[src/rtl/llr_format_converter.sv]
// Two-stage elastic LLR format converter (two's complement <-> sign-magnitude).
// Flags the unrepresentable corner codes and counts them in a saturating counter.
module llr_format_converter #(
    parameter int W     = 9,
    parameter int LANES = 4,
    parameter int CNT_W = 16
) (
    input  logic               clk,
    input  logic               rst_n,
    input  logic               in_valid,
    output logic               in_ready,
    input  logic               in_mode,
    input  logic [LANES*W-1:0] in_data,
    output logic               out_valid,
    input  logic               out_ready,
    output logic [LANES*W-1:0] out_data,
    output logic [LANES-1:0]   out_sat,
    input  logic               sat_clr,
    output logic [CNT_W-1:0]   sat_count
);

    localparam int PW = $clog2(LANES + 1);
    localparam int SW = CNT_W + PW;

    logic               s1_valid;
    logic [LANES*W-1:0] s1_data;
    logic [LANES-1:0]   s1_sat;
    logic               s2_adv;
    logic               in_fire;
    logic [LANES*W-1:0] conv_data;
    logic [LANES-1:0]   conv_sat;
    logic [PW-1:0]      pop;
    logic [SW-1:0]      sat_sum;

    // Returns {flag, converted lane}; mode 0 = T2S, mode 1 = S2T.
    function automatic logic [W:0] conv_lane(input logic mode, input logic [W-1:0] x);
        logic [W-2:0] mag;
        logic [W-1:0] y;
        logic         f;
        mag = x[W-2:0];
        y   = x;
        f   = 1'b0;
        if (x[W-1]) begin
            if (mag == '0) begin
                f = 1'b1;
                y = mode ? '0 : '1;
            end else if (mode) begin
                y = ~{1'b0, mag} + W'(1);
            end else begin
                y = {1'b1, (~mag) + (W-1)'(1)};
            end
        end
        return {f, y};
    endfunction

    assign s2_adv   = ~out_valid | out_ready;
    assign in_ready = ~s1_valid | s2_adv;
    assign in_fire  = in_valid & in_ready;

    // Per-lane conversion of the incoming beat and popcount of its flags.
    always_comb begin
        conv_data = '0;
        conv_sat  = '0;
        pop       = '0;
        for (int i = 0; i < LANES; i++) begin
            logic [W:0] r;
            r = conv_lane(in_mode, in_data[i*W +: W]);
            conv_data[i*W +: W] = r[W-1:0];
            conv_sat[i]         = r[W];
            pop                 = pop + PW'(r[W]);
        end
    end

    assign sat_sum = {{PW{1'b0}}, sat_count} + SW'(pop);

    // Stage 1: capture converted lanes whenever the stage is free or moving on.
    always_ff @(posedge clk or negedge rst_n) begin
        if (!rst_n) begin
            s1_valid <= 1'b0;
            s1_data  <= '0;
            s1_sat   <= '0;
        end else if (in_ready) begin
            s1_valid <= in_valid;
            if (in_valid) begin
                s1_data <= conv_data;
                s1_sat  <= conv_sat;
            end
        end
    end

    // Stage 2: output register, held stable while downstream stalls.
    always_ff @(posedge clk or negedge rst_n) begin
        if (!rst_n) begin
            out_valid <= 1'b0;
            out_data  <= '0;
            out_sat   <= '0;
        end else if (s2_adv) begin
            out_valid <= s1_valid;
            if (s1_valid) begin
                out_data <= s1_data;
                out_sat  <= s1_sat;
            end
        end
    end

    // Saturating count of flagged lanes on accepted beats; clear wins.
    always_ff @(posedge clk or negedge rst_n) begin
        if (!rst_n) begin
            sat_count <= '0;
        end else if (sat_clr) begin
            sat_count <= '0;
        end else if (in_fire) begin
            if (sat_sum > SW'({CNT_W{1'b1}}))
                sat_count <= '1;
            else
                sat_count <= sat_sum[CNT_W-1:0];
        end
    end

endmodule

[config.mk]
export PLATFORM = sky130hd
export DESIGN_NAME = llr_format_converter
export DESIGN_NICKNAME = d
export VERILOG_FILES = /design/src/rtl/llr_format_converter.sv
export SDC_FILE = /design/constraint.sdc
export NUM_CORES = 1
export LEC_CHECK = 0
export ABC_AREA = 1
export CAP_MARGIN = 10
export CORE_MARGIN = 2
export CORE_UTILIZATION = 35
export CTS_CLUSTER_SIZE = 28
export DETAILED_ROUTE_END_ITERATION = 8
export SYNTH_ARGS = -nofsm -noshare
export SYNTH_HDL_FRONTEND = slang
export SYNTH_SLANG_ARGS = --single-unit
export TNS_END_PERCENT = 20
[constraint.sdc]
create_clock -name clk -period 5.4 [get_ports clk]
set_input_delay 1.08 -clock clk [delete_from_list [all_inputs] [get_ports clk]]
set_output_delay 1.08 -clock clk [all_outputs]
set_load 0.005 [all_outputs]
==> impl_metrics.tcl, run 1 <==
set metrics [dict create \
    synth_edf_count 0 \
    synth_most_common_cell "nand2_1" \
    grt_use_total 0.171 \
    core_area_mm2 0.0146 \
    synth_common_cells "nand2_1 (171), dfrtp_1 (98), inv_1 (76)" \
    finalHoldWorstSlack_ns 0.478 \
    seqPwrFrac 0.450 \
    die_w_um 127 \
    grt_pass1_wl_um 22200 \
    dieArea_mm2 0.0161 \
    drive_above_1_share 0.100 \
    netlist-cell-type-count 38 \
    async_flop_share 1.00 \
    grt_start_max_net_pins 63 \
    drt_pass1_iterations 5 \
    finClkSkew_ns 0.00519 \
    post-place-ws_ns 0.719 \
    antenna_found_initial 0 \
    postSynthAreaPerCell_um2 8.10 \
    diodes 0 \
    cts_max_level 3 \
    hp-class "flip-flop to flip-flop" \
    p_leak_uw 0.00315 \
    synth_area_mm2 0.00527 \
    whs_path_depth 2 \
    rrSetupSlack_ns 2.63 \
    wl_um 13200 \
    p_clk_frac 0.299 \
    layout_setup_ws_ns 1.06 \
    overflow 0 \
    numClockSinks 98 \
    holdBufCountCts 0 \
    slew_headroom 0.322 \
    yosysTopAreaCellShare 0.465 \
    path_delay_family "adder cells" \
    syn_inst 651 \
    initial_core_util 0.360 \
    cp_slowest_cell "clkdlybuf4s50_1" \
    vias 4622 \
    ys_seq_elements 98 \
    synthToLayoutAreaGrowth_pct 27.1 \
    cts_tree "built" \
    dp_hpwl_um 9360 \
    timing.final.crit_share 0.804 \
    critPathCaptureType "flip-flop" \
    route.antenna.remaining_nets 0 \
    drcViolationCount 0 \
    required_ns 5.68 \
    wl_per_cell_um 14.1 \
    vias_per_cell 4.95 \
    port_buffers 99 \
    fp-row-count 44 \
    drt_iter0_drc 308 \
    rsz0062_at_grt "false" \
    syn_nets 701 \
    ys_seq_area_frac 0.465 \
    dp.cells 919 \
    fin_cells 934 \
    synth.area.top_cells "dfrtp_1 (47%), nand2_1 (12%), mux2_2 (5.6%), nand3_1 (5.5%), inv_1 (5.4%)" \
    cts_root_buffer "clkbuf_16" \
    grt_pass1_vias 4470 \
    combPwrFrac 0.251 \
    crit_arrival_ns 4.62 \
    fin_tns_setup_ns 0 \
    peakVddDrop_mv 0.145 \
    nNetsFinal 796 \
    synth_top_area_cell "dfrtp_1" \
    cap_violations 0 \
    run_status "complete, no violations" \
    worstRegToRegCells 7 \
    switchingPower_uw 563 \
    p_int_uw 1540 \
    critPathKind "input port to flip-flop" \
    ctsLongestPathBuffers 2 \
    max_freq_mhz 230 \
    p_per_area_mw_per_mm2 314 \
    cp_max_fo 12 \
    period_minus_slack_ns 4.34 \
    drv_slew 0 \
    cp_common_cell "nand2_1" \
    clk_pin_slew_ns 0.06 \
    io_pins 100 \
    fp.dieH_um 127 \
    crit_buf_inv 5 \
    worst_pin_slew_ns 1.01 \
    cts_setup_buffers 0 \
    cts_buffers 9 \
    p_sw_frac 0.268 \
    finalHoldViolCount 0 \
    path_cells "clkdlybuf4s50_1 > inv_1 > ha_1 > nand2_1 > nor2_2 > nand2_1 > clkinv_1 > fa_1 > inv_1 > fa_1 > inv_1 > fa_1 > nand2_2 > nor2_4 > nand2_4 > nor2_8 > nand3_4 > o21ai_1 > nand2_1 > nand2_1" \
    max_stage_delay_ns 0.56 \
    insertion_delay_ns 0.34 \
    critical_path_depth 20 \
    cp-start-kind "input port" \
    post_cts_resized 0 \
    finalWeightedCongestion 0.845 \
    yosysWarnings 0 \
    setup-violations-final 0 \
    dominantRegCellSynth "dfrtp_1" \
]
[cell usage in the layout, fill, tap and decap left out, types with 2 or more instances in the layout]
master	synthesis	layout
a21boi_0	2	2
a21oi_1	34	34
a21oi_2	4	4
buf_4	2	4
clkbuf_16	0	9
clkbuf_8	0	4
clkdlybuf4s50_1	0	98
clkinv_1	2	2
clkinv_2	1	3
dfrtp_1	98	98
fa_1	3	3
ha_1	5	5
inv_1	76	76
inv_2	6	6
mux2_2	26	26
nand2_1	171	170
nand2_2	3	4
nand3_1	58	58
nand3_4	2	2
nand4_1	7	7
nor2_1	53	53
nor2_2	3	3
nor2_4	2	2
o211ai_1	6	6
o21ai_0	32	32
o21ai_1	9	9
o21ai_2	4	4
o21bai_1	5	5
o22ai_1	6	6
o31ai_1	2	2
or2_2	2	2
xor2_1	6	6
[metrics by stage]
step | util | power [uW] | area, um2
after floorplan | - | 1180 | 5270
after global placement | 0.438 | 1480 | 6410
after detailed placement | 0.438 | 1500 | 6410
after CTS | 0.458 | 2130 | 6700
after global routing | 0.458 | 2230 | 6700
final | 0.458 | 2100 | 6700
[sequential cells by signal (all words and copies together) (netlist names)]
register and count:
s1_valid 1, sat_count 16, s1_data 36, out_data 36
s1_sat 4, out_valid 1, out_sat 4
[worst reg2reg max path: stages (launching register included)]
cell and delay [ns]:
dfrtp_1 0.39, nand3_1 0.22, nand2_1 0.49, inv_2 0.81, nand2_1 0.20, a21oi_2 0.31, o21ai_0 0.18, nand3_1 0.10
[power by group through the flow]
| stage | logic (uW) | registers (uW) | clock network [uW] |
|---|---|---|---|
| after floorplan | 222 | 957 | 0 |
| after global placement | 527 | 958 | 0 |
| after detailed placement | 533 | 964 | 0 |
| after CTS | 535 | 950 | 647 |
| after global routing | 582 | 967 | 677 |
| final | 527 | 946 | 629 |
[cell families (layout without fill, tap and decap cells)]
kind of cell | Yosys count | count (layout) | synth area share
xor gates and xnor gates | 7 | 7 | 0.0116
DFF | 98 | 98 | 0.465
AOI/OAI and AO/OA | 105 | 105 | 0.114
and+or+nand+nor | 304 | 304 | 0.250
buffers and inverters | 103 | 202 | 0.0802
adders and majority gates | 8 | 8 | 0.0233
muxes | 26 | 26 | 0.0555
[worst paths after layout]
kind | startpoint | end
hold reg to reg | out_data[6]$_DFFE_PN0P_ | out_data[6]$_DFFE_PN0P_
setup reg to reg | out_valid$_DFFE_PN0P_ | s1_data[3]$_DFFE_PN0P_
max in group asynchronous | rst_n | s1_data[25]$_DFFE_PN0P_
hold / removal | out_data[6]$_DFFE_PN0P_ | out_data[6]$_DFFE_PN0P_
setup / recovery | in_data[0] | sat_count[5]$_DFFE_PN0P_
min in group asynchronous | rst_n | out_data[28]$_DFFE_PN0P_
[routing by layer]
| metal | part of all wire | vias up | global-route usage |
|---|---|---|---|
| met5 | 0 | - | 0 |
| met4 | 0.013 | 0 | 0.0543 |
| met3 | 0.049 | 13 | 0.0245 |
| met2 | 0.46 | 131 | 0.271 |
| met1 | 0.48 | 2182 | 0.242 |
| li1 | - | 2296 | - |
[layout make-up]
class	instances	area, um2
Multi-Input combinational cell	450	2400
Inverter	85	320
Clock buffer	13	280
Timing Repair Buffer	102	1010
Fill cell	1415	7940
Clock inverter	2	10.0
Tap cell	184	230
Sequential cell	98	2450
(Power assumes the default switching activity.)
==> inputs of run 2 (changes only) <==
clock period = 4.5 ns   (was 5.4 ns; I/O delays follow)
==> run 2 against run 1 <==
Design area about the same. Worst hold slack improved by 0.0077 ns. Global-route usage about the same. Flip-flop and latch count unchanged. Clock skew increased by 0.0015 ns. Die area unchanged. Routed wire length increased by 0.42%. Largest power group unchanged. Highest routed layer unchanged.
==> impl_metrics.tcl, run 2 (same netlist as run 1, synthesis figures left out) <==
set metrics [dict create \
    fin_tns_setup_ns 0 \
    grt_start_max_net_pins 84 \
    placed_area_mm2 0.00642 \
    hp-class "flip-flop to flip-flop" \
    period_minus_slack_ns 4.12 \
    rrSetupSlack_ns 1.76 \
    fin_cells 936 \
    fp-row-count 44 \
    ctsLongestPathBuffers 2 \
    cts_root_buffer "clkbuf_16" \
    clk_pin_slew_ns 0.06 \
    ff_latch_area_mm2 0.00245 \
    hold_start "out_data[35]$_DFFE_PN0P_" \
    multi_input_area_mm2 0.00240 \
    r2r_start "sat_count[0]$_DFFE_PN0P_" \
    dp_hpwl_um 9370 \
    cts_tree "built" \
    grt_pass1_wl_um 22200 \
    fillers 1425 \
    diodes 0 \
    setup-violations-final 0 \
    vias_per_cell 5.01 \
    crit_arrival_ns 4.39 \
    reg_top3 "out_data x36, s1_data x36, sat_count x16" \
    wl_um 13300 \
    finClkSkew_ns 0.00666 \
    post-place-ws_ns 0.0306 \
    cp-start-kind "input port" \
    finalHoldViolCount 0 \
    synthToLayoutAreaGrowth_pct 27.2 \
    holdBufCountCts 0 \
    cts_setup_buffers 0 \
    peakVddDrop_mv 0.181 \
    vias 4689 \
    numClockSinks 98 \
    initial_core_util 0.360 \
    worst_pin_slew_ns 1.06 \
    p_leak_uw 0.00315 \
    fp.dieH_um 127 \
    slew_headroom 0.289 \
    drt_iter0_drc 312 \
    worstRegToRegCells 13 \
    timing.final.crit_share 0.916 \
    grt_pass1_vias 4644 \
    final_cell_mix "nand2_1 (170), clkdlybuf4s50_1 (98), dfrtp_1 (98)" \
    rsz0062_at_grt "false" \
    drcViolationCount 0 \
    nNetsFinal 797 \
    required_ns 4.77 \
    post_cts_resized 0 \
    antenna_found_initial 0 \
    crit_end "sat_count[1]$_DFFE_PN0P_" \
    critPathKind "input port to flip-flop" \
    cap_violations 0 \
    rr_endpoint "sat_count[1]$_DFFE_PN0P_" \
    drt_pass1_iterations 4 \
    route.antenna.remaining_nets 0 \
    insertion_delay_ns 0.34 \
    drive_above_1_share 0.101 \
    wl_per_cell_um 14.2 \
    cts_buffers 9 \
    critPathCaptureType "flip-flop" \
    cp-startpoint "in_data[0]" \
    dp.cells 920 \
    core_area_mm2 0.0146 \
    finalWeightedCongestion 0.853 \
    max_freq_mhz 243 \
    mostFrequentLayoutCell "nand2_1" \
    grt_use_total 0.171 \
    io_pins 100 \
    port_buffers 99 \
    overflow 0 \
    dieArea_mm2 0.0161 \
    cp_max_fo 12 \
    layout_setup_ws_ns 0.378 \
    cts_max_level 3 \
    design_area_mm2 0.00671 \
    drv_slew 0 \
    p_per_area_mw_per_mm2 376 \
    run_status "complete, no violations" \
    die_w_um 127 \
]
run 2: changes by cell type in the layout (fill, tap and decap cells not counted), sizes merged:
cell,change
clkbuf,-3
clkinv,+2
buf,+1
bufinv,+1
clkinvlp,+1
run 2: worst max-delay path: stages:
cell and delay (ns):
clkdlybuf4s50_1 0.54, inv_1 0.08, ha_1 0.22, nand2_1 0.12, nor2_2 0.09, nand2_1 0.09
clkinv_1 0.13, fa_1 0.52, inv_1 0.05, fa_1 0.35, inv_1 0.12, fa_1 0.25
nand2_2 0.09, nor2_4 0.12, nand2_4 0.09, nor2_8 0.12, nand3_4 0.18, inv_2 0.12
o21ai_0 0.08, nand2_1 0.12
run 2: how the worst min path moves through the flow:
stage	slack [ns]	depth (start not counted)	to
6_report	0.49	2	out_data[35]$_DFFE_PN0P_
5_1_grt	0.52	2	s1_data[4]$_DFFE_PN0P_
4_1_cts	0.49	2	s1_data[33]$_DFFE_PN0P_
3_5_place_dp	0.47	2	s1_data[33]$_DFFE_PN0P_
3_3_place_gp	0.47	2	out_data[6]$_DFFE_PN0P_
2_1_floorplan	0.45	2	s1_data[33]$_DFFE_PN0P_
run 2: layer usage:
layer  global-route usage  wire length (um)  vias up
li1                     -                 -     2298
met1                0.231              6210     2189
met2                0.270              5970      183
met3               0.0358               886       19
met4               0.0666               200        0
met5                    0                 0        -
run 2: final cells by class:
type,instances,share of cell area
sequential,98,0.366
multi-input combinational,450,0.358
timing repair buffer,103,0.152
inverter,85,0.0478
tap,184,0.0343
clock buffer,10,0.0341
clock inverter,6,0.00858
run 2: metrics by stage:
step	power, uW	hold slack [ns]	util
floorplan	1420	0.445	-
global placement	1780	0.465	0.438
detailed placement	1800	0.471	0.438
CTS	2560	0.488	0.458
global route	2680	0.516	0.458
finish	2530	0.486	0.458
run 2: power by group:
group          internal [uW]  switching (uW)
clock network            427             326
registers               1050            83.8
logic                    366             271
total                   1840             681
